## config.mk

```make
export PLATFORM = sky130hd
export DESIGN_NAME = shift_normalizer
export DESIGN_NICKNAME = d
export VERILOG_FILES = /design/src/rtl/shift_normalizer_pkg.sv /design/src/rtl/shift_normalizer_norm_step.sv /design/src/rtl/shift_normalizer.sv
export SDC_FILE = /design/constraint.sdc
export NUM_CORES = 1
export LEC_CHECK = 0
export ABC_AREA = 1
export CAP_MARGIN = 10
export CORE_MARGIN = 5
export CORE_UTILIZATION = 50
export CTS_BUF_LIST = sky130_fd_sc_hd__clkbuf_4 sky130_fd_sc_hd__clkbuf_8 sky130_fd_sc_hd__clkbuf_16
export DETAILED_ROUTE_END_ITERATION = 6
export PLACE_DENSITY_LB_ADDON = 0.25
export SYNTH_ARGS = -nofsm -noshare
export SYNTH_HDL_FRONTEND = slang
export SYNTH_SLANG_ARGS = --single-unit
```

## constraint.sdc

```tcl
create_clock -name clock -period 3.4 [get_ports clock]
set_clock_uncertainty 0.2 [all_clocks]
set_input_delay 0.68 -clock clock [delete_from_list [all_inputs] [get_ports clock]]
set_output_delay 0.68 -clock clock [all_outputs]
set_load 0.03 [all_outputs]
```

## src/rtl/shift_normalizer_pkg.sv

```systemverilog
// shift_normalizer_pkg: shared shift/normalize codes, state encoding and sizes
package shift_normalizer_pkg;
  localparam int DATA_W = 32;
  localparam int SHAMT_W = 5;
  typedef enum logic [1:0] {SHOP_SRL = 2'b00, SHOP_SRA = 2'b01, SHOP_SLL = 2'b10} shop_e;
  typedef enum logic {NORM_LOG = 1'b0, NORM_ARI = 1'b1} norm_mode_e;
  typedef enum logic {ST_IDLE = 1'b0, ST_CALC = 1'b1} state_e;
endpackage

```

## src/rtl/shift_normalizer_norm_step.sv

```systemverilog
// shift_normalizer_norm_step: one binary-search step, shift left by s if the top bits are redundant
module shift_normalizer_norm_step
  import shift_normalizer_pkg::*;
#(
  parameter int WIDTH = DATA_W,
  parameter int AMT_W = SHAMT_W
) (
  input  logic [WIDTH-1:0] w,
  input  logic [AMT_W-1:0] s,
  input  logic             mode,
  output logic             take,
  output logic [WIDTH-1:0] w_next
);
  logic [WIDTH-1:0] y;
  // arithmetic mode folds the sign away so both modes reduce to a leading-zero test
  assign y = (mode == NORM_ARI) ? ((w ^ {WIDTH{w[WIDTH-1]}}) << 1) : w;
  assign take = (y >> (WIDTH - int'(s))) == '0;
  assign w_next = take ? (w << s) : w;
endmodule

```

## src/rtl/shift_normalizer.sv

```systemverilog
// shift_normalizer: fixed 5-step normalizer returning left-shift amount and normalized word
module shift_normalizer
  import shift_normalizer_pkg::*;
#(
  parameter int WIDTH = DATA_W,
  parameter int AMT_W = SHAMT_W
) (
  input  logic             clock,
  input  logic             reset_n,
  input  logic             start,
  input  logic             mode,
  input  logic [WIDTH-1:0] in,
  output logic             busy,
  output logic             done,
  output logic [WIDTH-1:0] result,
  output logic [AMT_W-1:0] amount,
  output logic             zero
);
  state_e state_q, state_d;
  logic [2:0] k_q, k_d;
  logic [WIDTH-1:0] w_q, w_d, w_next, result_q, result_d;
  logic [AMT_W-1:0] acc_q, acc_d, amount_q, amount_d, s;
  logic mode_q, mode_d, zf_q, zf_d, done_q, done_d, zero_q, zero_d;
  logic take, go, calc, fin;
  assign s = AMT_W'((WIDTH / 2) >> k_q);
  shift_normalizer_norm_step #(.WIDTH(WIDTH), .AMT_W(AMT_W)) u_step (
    .w(w_q), .s(s), .mode(mode_q), .take(take), .w_next(w_next)
  );
  always_ff @(posedge clock or negedge reset_n)
    if (!reset_n) state_q <= ST_IDLE;
    else state_q <= state_d;
  always_comb begin
    go = state_q == ST_IDLE && start;
    calc = state_q == ST_CALC;
    fin = calc && k_q == 3'(AMT_W - 1);
    state_d = go ? ST_CALC : fin ? ST_IDLE : state_q;
  end
  always_comb begin
    w_d = go ? in : calc ? w_next : w_q;
    mode_d = go ? mode : mode_q;
    zf_d = go ? (in == '0 || (mode == NORM_ARI && in == '1)) : zf_q;
    acc_d = go ? '0 : (calc && take) ? acc_q + s : acc_q;
    k_d = go ? '0 : calc ? k_q + 3'd1 : k_q;
    done_d = fin;
    result_d = fin ? w_next : result_q;
    amount_d = fin ? acc_d : amount_q;
    zero_d = fin ? zf_q : zero_q;
  end
  always_ff @(posedge clock or negedge reset_n)
    if (!reset_n) begin
      k_q <= '0;
      w_q <= '0;
      mode_q <= 1'b0;
      zf_q <= 1'b0;
      acc_q <= '0;
      done_q <= 1'b0;
      result_q <= '0;
      amount_q <= '0;
      zero_q <= 1'b0;
    end else begin
      k_q <= k_d;
      w_q <= w_d;
      mode_q <= mode_d;
      zf_q <= zf_d;
      acc_q <= acc_d;
      done_q <= done_d;
      result_q <= result_d;
      amount_q <= amount_d;
      zero_q <= zero_d;
    end
  always_comb begin
    busy = state_q == ST_CALC;
    done = done_q;
    result = result_q;
    amount = amount_q;
    zero = zero_q;
  end
endmodule

```

==> results by group, run 1 <==
Logic synthesis
  • #FFs+latches synth: 82
  • Cells after Synth: 1317
  • Share of the synthesized area in the top cell type: about 27%
  • Synthesized area: 7560 µm²
  • Syn Nets: 1362
  • Cell variety after synth: 33
  • Post-synth ARST share: 100%
  • Post-synth EDFFs: 0
  • Most numerous cell in the Yosys netlist: nand2_1
  • Synth warn: 0
  • Area leader, netlist: dfrtp_1
  • Leading post-synthesis cells by cell area: dfrtp_1, nand2_1, o21ai_0, nand3_1, inv_1
  • Top cells by count, synth: nand2_1, o21ai_0, nand3_1
  • Avg Synthesized Cell Area: 5.74 µm²
  • Primary FF master, synth: dfrtp_1
  • Sequential share of the synthesized area: 27.1%

Worst setup path
  • Critical path fanouts, max: 25
  • Startpoint class of the critical path: flop
  • Largest stage delay on the critical path: about 400 ps
  • Crit path top cell by count: o21ai_0
  • Worst Path Arrival: ~3200 ps
  • CP Capture Type: flop
  • Crit path required time: between 3000 and 4000 ps
  • Slowest CP cell: dfrtp_1
  • Crit Path Category: reg2reg
  • CP Cell Sequence: inv_1, ha_1, nand2_2, buf_4, buf_6, o21ai_0, inv_1, o21ai_0, inv_1, o21ai_0, o21ai_0, nor2_1, nand2_1, o21ai_0, buf_4, nand2_1, nand2_1

CTS
  • # clock sinks: 82
  • Root buffer cell: clkbuf_16
  • Worst skew pair latency: 340 ps
  • CTS max path bufs: 2
  • CTS tree: built
  • CTS Hold Bufs: 0
  • Clock Pin Slew Worst Setup and Hold Paths: 70 ps
  • Num CTS Buffers: 9
  • H-tree levels: 3

Placed design
  • I/O Buffers: 75
  • Placed Cells: 1544
  • Placer Congestion: 0.991
  • Dpl cell area: 8630 µm²
  • HPWL Detailed: just under 20000 µm

Global route
  • Vias in the first global route: 8313
  • Grt ovf: 0
  • First-pass GRT wire length: 43000 µm
  • Largest net degree at the start of global routing: 83
  • Overall global routing resource usage: 29.8%
  • Initial antenna violation count: 0

STA
  • Fmax: 317 MHz
  • Min cycle time layout: 3150 ps
  • Setup TNS: 0 ps
  • Worst Tran Pin Value: 1030 ps
  • Fin. max-slew vios: 0
  • Setup violators final: 0
  • Final critical-path share of the clock period: 92.7%
  • Final Hold Fails: 0
  • Slew Limit Headroom: 31.2%

Route
  • Met3 wire len: 2390 µm
  • Total routed wirelength: 27100 µm
  • Uppermost layer routed: met4
  • Vias: 9167
  • Routed vias/inst: a little under 6
  • DRC violations left: 0
  • ANT nets after route: 0
  • Iteration-0 DRC Markers: 1047
  • Mean routed wirelength per cell: 17.3 µm
  • DRT Pass-1 Iters: 6
  • Met2 WL post-DR: 12200 µm
  • WL met1: 11300 µm

Layout
  • Synth-to-layout area growth: 19.8%
  • Layout Cells excl Fill: 1563
  • Final non-filler cell area: roughly 9100 µm²
  • Layout cell share with drive strength beyond 1: 6.76%
  • Antenna cells: 0
  • Nets: 1416

Floorplan
  • Placement Rows: 45
  • Starting Density: 50.3%
  • Core area: between 15000 and 20000 µm²
  • IO Pins: 76
  • Die Y-Extent: ~130 µm
  • Die area: 17700 µm²
  • Die extent in x: 133 µm

Job
  • Max_cap viols: 0

Worst hold path
  • Hold WC Path Type: reg2reg

Run status
  • Status: finished, final reports clean
## layout by cell type, fill, tap and decap left out, types with 2 or more instances in the layout
master,count
o22ai_1,6
clkbuf_16,12
inv_6,2
inv_4,3
inv_2,5
clkinv_2,2
or2_2,2
o31ai_1,2
dfrtp_1,81
nor2_1,50
buf_6,3
xor2_1,5
o21bai_1,22
nor4_1,10
o21ai_1,14
nand4_1,20
inv_1,87
nor3_1,4
nand2_1,532
o21ai_0,173
a21oi_1,12
nor2_2,3
clkdlybuf4s50_1,74
buf_4,37
nand2_2,9
a31oi_1,7
nand3_1,166
buf_12,8
ha_1,8
clkinv_1,3
o21ai_2,3
## path summary, 6_finish.rpt
| kind | startpoint | to | slack [ps] | cells after the start |
|---|---|---|---|---|
| worst max-delay path | k_q[1] | result[11] | 250 | 17 |
| worst min-delay path | zero | zero | 280 | 2 |
| worst max register to register | k_q[1] | result[11] | 250 | 17 |
| worst min register to register | zero | zero | 280 | 2 |
| max in group asynchronous | reset_n | k_q[0] | 1970 | 1 |
| min in group asynchronous | reset_n | acc_q[2] | 300 | 1 |
## cell type report
cell class	instances	area, µm²
clock buffer	9	225
clock inverter	6	66.3
fill	1519	5970
inverter	98	375
multi-input combinational	1055	4820
sequential	82	2050
tap	188	235
timing repair buffer	125	1290
## metal layers
metal / up-vias / global-route usage (%)
li1: 4409 / -
met1: 4171 / 40.4
met2: 499 / 46.7
met3: 88 / 4.87
met4: 0 / 13.6
met5: - / 0
## registers in the layout, indices dropped and copies added, names as in the netlist
signal,flops
w_q,32
zero,1
result,32
busy,1
mode_q,1
done,1
k_q,3
acc_q,5
amount,5
zf_q,1
## kinds of logic after synthesis
| group | share of synthesized area [%] |
|---|---|
| AO/OA/AOI/OAI | 17.0 |
| multiplexers | 0.132 |
| AND/OR/NAND/NOR | 43.8 |
| buffers and inverters | 9.73 |
| adder cells (fa/ha/maj) | 1.59 |
| flip-flops | 27.1 |
| XOR/XNOR | 0.579 |
## through the flow
step	hold WS [ps]	worst slack [ps]	utilization, %
2_1_floorplan	184	329	-
3_3_place_gp	263	202	57.4
3_5_place_dp	265	184	57.4
4_1_cts	285	171	59.3
5_1_grt	310	-2.23	60.3
6_report	278	249	60.3
## critical path, delay by kind of cell (launching register included)
kind	cells	cell delay [ps]
compound gates	5	1050
simple gates	5	530
fa+ha+maj	1	180
buf+inv	6	730
flops	1	400
## repair_timing
action | CTS | global route
endpoints found under the hold margin | 0 | 0
endpoints found under the setup margin | 0 | 69
resized for setup | 0 | 27
setup buffers | 0 | 0
Power of run 1 is left out: the tool's default activity adds up to more than one toggle a clock period on the data nets, which glitch-free logic cannot reach.
==> inputs of run 2 (changes only) <==
==> constraint.sdc (replaced) <==
create_clock -name clock -period 3.4 [get_ports clock]
set_clock_uncertainty 0.2 [all_clocks]
set_input_delay 0.51 -clock clock [delete_from_list [all_inputs] [get_ports clock]]
set_output_delay 0.51 -clock clock [all_outputs]
set_load 0.03 [all_outputs]
==> run 2 against run 1 <==
Net effect: critical path depth is 5 higher; flip-flop and latch count stayed put; sequential share of layout area is 0.061 points higher; routed wire length is 0.26% lower; critical endpoint is now result[18].
==> results by group, run 2 (same netlist as run 1, synthesis figures left out) <==
Run status
  • Status: finished, final reports clean

Route
  • Vias: around 9k
  • Uppermost layer routed: met5
  • DRC violations left: 0
  • Routed vias/inst: 5.78
  • Met3 wire len: 1960 µm
  • WL met1: between 10000 and 15000 µm
  • Total routed wirelength: between 20000 and 30000 µm
  • Met2 WL post-DR: around 12000 µm
  • Iteration-0 DRC Markers: 897
  • Mean routed wirelength per cell: 17.3 µm
  • DRT Pass-1 Iters: 5
  • ANT nets after route: 0

CTS
  • CTS tree: built
  • CTS max path bufs: 2
  • CTS Hold Bufs: 0
  • Num CTS Buffers: 9
  • Worst skew pair latency: 350 ps
  • Root buffer cell: clkbuf_16
  • # clock sinks: 82
  • H-tree levels: 3
  • Clock Pin Slew Worst Setup and Hold Paths: 70 ps

STA
  • Min cycle time layout: 3270 ps
  • Setup violators final: 0
  • Final critical-path share of the clock period: 96.1%
  • Slew Limit Headroom: 29.8%
  • Worst Tran Pin Value: 1050 ps
  • Fin. max-slew vios: 0
  • Setup WS post-layout: 132 ps
  • Final Hold Fails: 0
  • Fmax: about 310 MHz

Global route
  • Initial antenna violation count: 1
  • Vias in the first global route: 8351
  • First-pass GRT wire length: 43000 µm
  • Largest net degree at the start of global routing: a little over 80
  • Grt ovf: 0
  • Overall global routing resource usage: 30.0%

Floorplan
  • Placement Rows: 45
  • Die Y-Extent: ~130 µm
  • Starting Density: between 50 and 60%
  • Die area: 17700 µm²
  • Core area: between 15000 and 20000 µm²
  • IO Pins: 76
  • Die extent in x: 133 µm

Placed design
  • I/O Buffers: 75
  • DP Worst Slack: 145 ps
  • Placer Congestion: around 1
  • HPWL Detailed: 19800 µm

Worst setup path
  • Slowest CP cell: dfrtp_2
  • CP Cell Sequence: ha_1, ha_1, inv_2, nand2_4, o21ai_2, nand2_2, nor2_1, nand2_1, nor2_1, nand2_1, nand3_1, nand2_1, nor2_1, nand2_1, nor2_1, nand2_1, nand2_4, buf_12, buf_12, nand2_1, o21ai_0, o21ai_0
  • CP Capture Type: flop
  • Critical path fanouts, max: 12
  • Startpoint class of the critical path: flop
  • Crit path required time: 3410 ps
  • Crit Path Category: reg2reg
  • Largest stage delay on the critical path: 440 ps
  • Worst Path Arrival: 3280 ps
  • Crit path top cell by count: nand2_1

Layout
  • Commonest non-fill, non-tap cell in the layout: nand2_1
  • Nets: 1412
  • Synth-to-layout area growth: 19.5%
  • Commonest non-fill, non-tap cells in the layout: nand2_1, o21ai_0, nand3_1, inv_1, dfrtp_1
  • Antenna cells: 0
  • Layout cell share with drive strength beyond 1: 6.78%
  • Filler Cells Inserted: 1490

Job
  • Max_cap viols: 0

Worst hold path
  • Hold WC Path Type: in2async
run 2: changes by cell type in the layout (fill, tap and decap cells not counted), sizes merged:
cell      delta
clkbuf       +3
clkinvlp     +1
clkinv       -2
bufinv       -1
buf          -4
run 2: worst paths after layout:
kind                                start  slack, ps         end  depth (start not counted)
worst min-delay path              reset_n        140    acc_q[2]                          1
min in group clock              amount[4]        280   amount[4]                          2
worst max register to register     k_q[0]        130  result[18]                         22
max in group asynchronous         reset_n       2120      k_q[0]                          1
worst max-delay path               k_q[0]        130  result[18]                         22
worst min register to register  amount[4]        280   amount[4]                          2
run 2: routing by layer:
metal | track usage, % | vias up
met2 | 48.9 | 409
met1 | 38.8 | 4114
met3 | 5.93 | 97
met4 | 12.8 | 2
li1 | - | 4395
met5 | 0 | -
run 2: through the flow:
stage | utilization (%) | cell area (µm²) | cells | hold slack, ps | setup TNS, ps
CTS | 59.2 | 8890 | 1556 | 174 | 0
global placement | 57.2 | 8600 | 1540 | 262 | 0
global route | 60.1 | 9040 | 1560 | 242 | -176
floorplan | - | 7560 | 1317 | 14.4 | 0
detailed placement | 57.2 | 8600 | 1540 | 264 | 0
finish | 60.1 | 9040 | 1560 | 139 | 0
run 2: critical path: cells and delay by family (launching register included):
kind | cells | cell delay (ps)
flops | 1 | 440
buf+inv | 3 | 360
compound gates | 3 | 400
fa+ha+maj | 2 | 440
simple gates | 14 | 1260
run 2: final cells by class:
type / count / area, µm² / area share (%)
inverter: 98 / 375 / 4.15
clock buffer: 12 / 260 / 2.88
tap: 188 / 235 / 2.60
multi-input combinational: 1055 / 4820 / 53.4
clock inverter: 4 / 33.8 / 0.374
sequential: 82 / 2050 / 22.7
timing repair buffer: 121 / 1260 / 13.9
run 2: what timing repair did:
action,CTS,global route
hold endpoints to repair,0,0
setup buffers,0,1
resized for setup,0,33
endpoints found under the setup margin,0,64
Power of run 2 is left out for the same reason.
